--- config.mk ---
export PLATFORM = sky130hd
export DESIGN_NAME = ser_frame_tx
export DESIGN_NICKNAME = d
export VERILOG_FILES = /design/src/rtl/ser_frame_tx.sv
export SDC_FILE = /design/constraint.sdc
export NUM_CORES = 1
export LEC_CHECK = 0
export BUFFER_PORTS_ARGS = -buffer_cell sky130_fd_sc_hd__buf_2
export CORE_AREA = 2 2 81 83
export CTS_BUF_LIST = sky130_fd_sc_hd__clkbuf_4 sky130_fd_sc_hd__clkbuf_8
export CTS_CLUSTER_SIZE = 8
export DETAILED_ROUTE_END_ITERATION = 16
export DIE_AREA = 0 0 83 85
export PLACE_DENSITY = 0.69
export SLEW_MARGIN = 10
export SYNTH_ARGS = -nofsm -noshare
export SYNTH_HDL_FRONTEND = slang
export SYNTH_SLANG_ARGS = --single-unit
--- constraint.sdc ---
create_clock -name clk -period 3.89 [get_ports clk]
set_clock_uncertainty 0.2 [all_clocks]
set_input_delay 0 -clock clk [delete_from_list [all_inputs] [get_ports clk]]
set_output_delay 0 -clock clk [all_outputs]
set_load 0.05 [all_outputs]
--- src/rtl/ser_frame_tx.sv ---
// Serial frame transmitter: packs {start, address, length, payload} into an
// MSB-first bit stream on an idle-high line, with a guaranteed idle gap between frames.
module ser_frame_tx #(
  parameter int ADDR_W = 2,
  parameter int LEN_W  = 4,
  parameter int PAY_W  = 15,
  parameter int GAP    = 2
) (
  input  logic              clk,
  input  logic              rst,
  input  logic              in_valid,
  output logic              in_ready,
  input  logic [ADDR_W-1:0] in_addr,
  input  logic [LEN_W-1:0]  in_len,
  input  logic [PAY_W-1:0]  in_data,
  output logic              SerOut,
  output logic              busy,
  output logic              frame_done
);

  localparam int MAX_AL  = (ADDR_W > LEN_W) ? ADDR_W : LEN_W;
  localparam int MAX_PG  = (PAY_W > GAP) ? PAY_W : GAP;
  localparam int MAX_CNT = (MAX_AL > MAX_PG) ? MAX_AL : MAX_PG;
  localparam int CNT_W   = $clog2(MAX_CNT + 1);
  localparam int SH_W    = ADDR_W + LEN_W + PAY_W;

  typedef enum logic [2:0] {
    S_IDLE,
    S_START,
    S_ADDR,
    S_LEN,
    S_DATA,
    S_GAP
  } state_t;

  state_t           state, nextState;
  logic [CNT_W-1:0] bitCnt, nextCnt;
  logic [SH_W-1:0]  shiftReg;
  logic [LEN_W-1:0] lenReg;
  logic             lineBit;
  logic             lastBit;
  logic             loadPkt;
  logic             shiftEn;
  logic [PAY_W-1:0] alignedData;

  assign in_ready = (state == S_IDLE);

  // Left-align the payload so bit L-1 lands at the top; unused upper bits fall off.
  assign alignedData = in_data << (LEN_W'(PAY_W) - in_len);

  // NOTE: every signal written here gets a default first, so no path leaves one
  // unassigned and no latch is inferred.
  always_comb begin
    nextState = state;
    nextCnt   = bitCnt;
    lineBit   = 1'b1;
    lastBit   = 1'b0;
    loadPkt   = 1'b0;
    shiftEn   = 1'b0;
    unique case (state)
      S_IDLE: begin
        if (in_valid) begin
          loadPkt   = 1'b1;
          nextState = S_START;
        end
      end
      S_START: begin
        lineBit   = 1'b0;
        nextState = S_ADDR;
        nextCnt   = CNT_W'(ADDR_W);
      end
      S_ADDR: begin
        lineBit = shiftReg[SH_W-1];
        shiftEn = 1'b1;
        if (bitCnt == CNT_W'(1)) begin
          nextState = S_LEN;
          nextCnt   = CNT_W'(LEN_W);
        end else begin
          nextCnt = bitCnt - CNT_W'(1);
        end
      end
      S_LEN: begin
        lineBit = shiftReg[SH_W-1];
        shiftEn = 1'b1;
        if (bitCnt == CNT_W'(1)) begin
          if (lenReg == '0) begin
            lastBit   = 1'b1;
            nextState = S_GAP;
            nextCnt   = CNT_W'(GAP);
          end else begin
            nextState = S_DATA;
            nextCnt   = CNT_W'(lenReg);
          end
        end else begin
          nextCnt = bitCnt - CNT_W'(1);
        end
      end
      S_DATA: begin
        lineBit = shiftReg[SH_W-1];
        shiftEn = 1'b1;
        if (bitCnt == CNT_W'(1)) begin
          lastBit   = 1'b1;
          nextState = S_GAP;
          nextCnt   = CNT_W'(GAP);
        end else begin
          nextCnt = bitCnt - CNT_W'(1);
        end
      end
      S_GAP: begin
        if (bitCnt == CNT_W'(1)) begin
          nextState = S_IDLE;
          nextCnt   = '0;
        end else begin
          nextCnt = bitCnt - CNT_W'(1);
        end
      end
      default: nextState = S_IDLE;
    endcase
  end

  // NOTE: sequential state uses non-blocking assignments so every register
  // samples the pre-edge values, independent of statement order.
  // Line outputs are registered one cycle behind the state that produced them.
  always_ff @(posedge clk or negedge rst) begin
    if (!rst) begin
      state      <= S_IDLE;
      bitCnt     <= '0;
      shiftReg   <= '0;
      lenReg     <= '0;
      SerOut     <= 1'b1;
      busy       <= 1'b0;
      frame_done <= 1'b0;
    end else begin
      state      <= nextState;
      bitCnt     <= nextCnt;
      SerOut     <= lineBit;
      busy       <= (state != S_IDLE);
      frame_done <= lastBit;
      if (loadPkt) begin
        shiftReg <= {in_addr, in_len, alignedData};
        lenReg   <= in_len;
      end else if (shiftEn) begin
        shiftReg <= shiftReg << 1;
      end
    end
  end

endmodule

# After elaboration in Yosys (flattened, before gate mapping)
# Index checks and enable logic that the tools add are counted.
# totals
wordCells	51
inputBits	24
register_bits	35
out_inout_bits	4
# op_classes
muxes	23
n_eq_ne	11
add_sub_neg	2
n_reduce_logical	7
n_shift	1
# ops
op	count
21-bit two-way mux	2
4-bit two-way mux	5
4-bit case mux with 5 select lines	1
3-bit case mux with 6 select lines	1
3-bit two-way mux	5
15-bit by 4-bit << shifter with 15-bit output	1
2-bit inequality test (second input constant)	5
1-bit two-way mux	7
3-bit by 2-bit == test with 1-bit output (second input constant)	2
3-bit == test (second input constant)	2
5-bit AND reduction	1
5-bit nonzero test	1
4-bit by 1-bit == test with 1-bit output (second input constant)	1
4-bit zero test	1
1-bit case mux with 2 select lines	2
4-bit by 1-bit subtractor with 4-bit output (second input constant)	1
4-bit subtractor (first input constant)	1
3-bit by 1-bit == test with 1-bit output (second input constant)	1
3-bit zero test	1
3-bit nonzero test	1
3-bit OR reduction	1
2-bit nonzero test	1

# Depth between registers and ports, before layout
# logic_depth
ltp_word	5
mapped_depth	7
depth_no_buf	6

# Worst setup path after synthesis
# OpenSTA, ideal clock, no wires.
# synth_timing
path_type	register to register
start	register bitCnt[1]
end	register bitCnt[2]
arrival_ps	1546
setup_ps	135
path_stages_with_launch	7
path_slack_ps	2008
path_buffers	0
required_ps	3555
synth_period_minus_slack_ps	1882
path_cell_list	dfrtp_1 > inv_1 > ha_1 > or3b_1 > o21a_1 > o311ai_0 > o21ai_1
# synth_via
elab_chain_cells	3
word_cells_on_any_way	7
classes_between	add/sub (1); eq/ne (1); mux (5)
# synth_rtl
item	line_no	source
start, declared	37	logic [CNT_W-1:0] bitCnt, nextCnt;
start signal, assigned	135	bitCnt <= nextCnt;
4-bit by 1-bit subtractor with 4-bit output / 4-bit by 1-bit == test with 1-bit output (equally long branches)	-	
4-bit two-way mux (on tied branches)	-	
4-bit case mux with 5 select lines *	60	unique case (state)
# Every way passes the cells marked *; elsewhere a longest branch is shown, timed or not.
# A chain may end at the register's enable or synchronous reset.

# Final worst setup path
# layout_timing
start	register state[1]
end	register shiftReg[0]
# layout_via
elab_chain_cells	4
word_cells_on_any_way	9
classes_between	eq/ne (3); mux (3); reduce/logical (3)
# layout_rtl
item	line_no	source
start, declared	36	state_t state, nextState;
start signal, assigned	134	state <= nextState;
3-bit == test / 3-bit by 2-bit == test with 1-bit output (equally long branches)	60	
3-bit OR reduction (no source line)	-	
1-bit two-way mux	60	
2-bit nonzero test (no source line)	-	
end signal, assigned	140	shiftReg <= {in_addr, in_len, alignedData};
end signal, assigned	143	shiftReg <= shiftReg << 1;
end, declared	38	logic [SH_W-1:0] shiftReg;
# Parallel ways exist; a longest one is shown, timed or not.

==> key figures <==
Drt
  • Initial DRC count: between 200 and 250
  • DRT Pass-1 Iters: 4
  • Routed Antenna Nets: 0
  • Residual DRC: 0
  • Vias per std cell: slightly below 6
  • Vias post-DR: 2072
  • Post-detailed-route wirelength per cell: roughly 16 um
  • Detailed Route WL: approximately 5600 um

Global routing
  • Largest net degree at the start of global routing: 36
  • Vias in the first global route: 1984
  • Global route overflow: 0
  • GRT Overall Usage: about 16%
  • Initial antenna violation count: 0
  • First-pass GRT wire length: 9522 um

Pwr
  • Cell-internal power: between 1000 and 1500 uW
  • Seq pwr share: between 30% and 40%
  • Clock share of power: between 10% and 20%
  • P_leak: 0.001218 uW
  • Final Total Pwr: approximately 1800 uW
  • Switching power: between 700 and 800 uW
  • Max IR drop VDD: 302.6 uV
  • Comb power frac: between 40% and 50%
  • Switching share of total power: about two fifths
  • Pwr dens: a little under 700 nW/um2

Die
  • Chip width: 83 um
  • Number of cell rows: 29
  • Die area: around 7000 um2
  • Core area: 6205 um2
  • Initial core utilization: between 30% and 40%
  • Die height: roughly 85 um
  • Top Ports: 28

Timing
  • Final hold vios: 0
  • Fmax: 354.8 MHz
  • Max-slew violations: 0
  • Slew Limit Headroom: between 30% and 40%
  • Worst-margin pin slew: ~900 ps
  • Fin crit share: between 70% and 80%
  • WHS: around 35 ps
  • RSZ-0062 raised after global routing: false
  • Final setup TNS: 0 ps
  • Final setup violation count: 0
  • Final min period: around 2800 ps

Critical path
  • Critical path class: register to register
  • Worst reg2reg startpoint: state[1]
  • Req. time, crit path: 3910 ps
  • Crit Path Max Fanout: 32
  • Beginning of the critical path: state[1]
  • Crit end category: register
  • Worst setup SP type: register
  • Arrival time at the worst endpoint: 2840 ps

Layout
  • Ant. Diodes: 0
  • NumNets Final: about 300
  • Commonest non-fill, non-tap cell in the layout: dfrtp_1
  • # fillers: between 500 and 600
  • Layout cells sized above 1: around a fifth
  • Most frequent cells in the layout: 34 x dfrtp_1, 32 x nand2_1, 27 x buf_2
  • Area grow syn2layout: 13.80%

Synthesis
  • Synthesized flop and latch total: 35
  • Post-synthesis sequential area ratio: between 30% and 40%
  • Syn. warnings: 0
  • Syn Std Cell Area: about 2400 um2
  • Yosys cell types: 60
  • Main synth FF type: dfrtp_1
  • Mapped Nets: between 200 and 300
  • Post-synth EDFFs: 0
  • Share of async-settable or async-resettable flops after synthesis: 100.0%
  • Syn avg cell area: 9.687 um2
  • Post-Synthesis Cells: about 250

Clock tree
  • H-tree depth: 2
  • Cts bufs inserted: 5
  • Worst-Skew Late Latency: roughly 280 ps
  • CTS Buffer Depth: 2
  • Root Driver: clkbuf_8
  • CTS tree: yes
  • Postcts setup bufs: 0
  • CTS clk-pin slew, worst paths: around 70 ps
  • Cts hold-fix bufs: 9
  • Cts repair resizes: 0
  • # clock sinks: 35

Placement
  • Dpl hpwl: ~4100 um
  • I/O Buffers: 27
  • Gpl congestion: ~0.87

Min path
  • Min-delay src: in_len[0]
  • Hold crit path type: input pin to register

Run status
  • Status: finished, final reports clean

Flow run
  • Max Cap Violations: 0
layout make-up:
| class | count | area (um2) | area share, % |
|---|---|---|---|
| multi-input combinational | 183 | 1386 | 50.71 |
| clock inverter | 1 | 7.507 | 0.2746 |
| inverter | 12 | 45.04 | 1.648 |
| tap | 77 | 96.34 | 3.524 |
| clock buffer | 7 | 96.34 | 3.524 |
| timing repair buffer | 36 | 225.2 | 8.238 |
| sequential | 35 | 877.1 | 32.08 |
sequential cells by signal, indices dropped and copies added, names as in the netlist:
name        cells
frame_done      1
bitCnt          4
state           3
shiftReg       21
lenReg          4
SerOut          1
busy            1
power groups by stage:
stage / clock network (uW) / logic (uW) / registers (uW)
final: 296 / 820 / 723
after global routing: 319 / 915 / 751
after CTS: 299 / 822 / 720
after detailed placement: 0 / 811 / 726
after global placement: 0 / 794 / 724
after floorplan: 0 / 693 / 654
kinds of logic (layout without fill, tap and decap cells):
family / after synthesis / count (layout) / share of synthesized area (%)
adder cells (fa/ha/maj): 2 / 2 / 1.042
AND/OR/NAND/NOR: 72 / 72 / 15.57
multiplexers: 33 / 33 / 17.71
flip-flops: 35 / 35 / 36.51
XOR/XNOR: 2 / 2 / 0.7293
AO/OA/AOI/OAI: 74 / 74 / 22.66
buffers and inverters: 30 / 56 / 5.781
through the flow:
stage               std cells  cell area, um2  utilization, %  worst slack [ps]
floorplan                 248            2402               -              2008
global placement          334            2540           40.94              1416
detailed placement        334            2540           40.94              1303
CTS                       351            2734           44.06              1103
global route              351            2734           44.06             790.3
finish                    351            2734           44.06              1072
worst max-delay path, stage by stage, from the launching register on:
cell and delay, ps:
dfrtp_1 710, nor4b_4 880, nand2_4 180, o21ai_0 210, dlygate4sd3_1 570
final timing paths:
check	end	slack, ps	cells past startpoint
setup / recovery	shiftReg[0]	1070	4
setup reg to reg	shiftReg[0]	1070	4
hold reg to reg	shiftReg[1]	300	2
max in group asynchronous	shiftReg[9]	2880	2
min in group asynchronous	lenReg[0]	130	2
hold / removal	lenReg[0]	30	3
synth_stat cells (3+ instances only):
cell,count,share of area [%]
inv_1,12,1.9
a221oi_1,5,1.8
nor2_1,12,1.9
o21ai_0,10,2.1
dfrtp_1,34,35
nor3_1,4,0.83
buf_2,9,1.9
a32oi_1,3,1.1
mux4_2,7,6.6
nor2b_1,4,1.0
mux2i_1,22,9.2
clkbuf_1,5,0.78
a211oi_1,8,2.5
mux2_2,3,1.4
o21ai_1,5,1.0
nand2_1,32,5.0
o22ai_1,3,0.78
and2_1,3,0.78
a31oi_1,3,0.78
a21oi_1,8,1.7
o221ai_1,6,2.2
metal layers:
metal | vias to the layer above | GRT usage (%) | routed length [um]
li1 | 983 | - | -
met1 | 1004 | 22.37 | 2513
met2 | 73 | 27.27 | 2700
met3 | 12 | 3.016 | 333
met4 | 0 | 4.024 | 87
met5 | - | 0 | 0
Power figures use the tool's default switching activity.
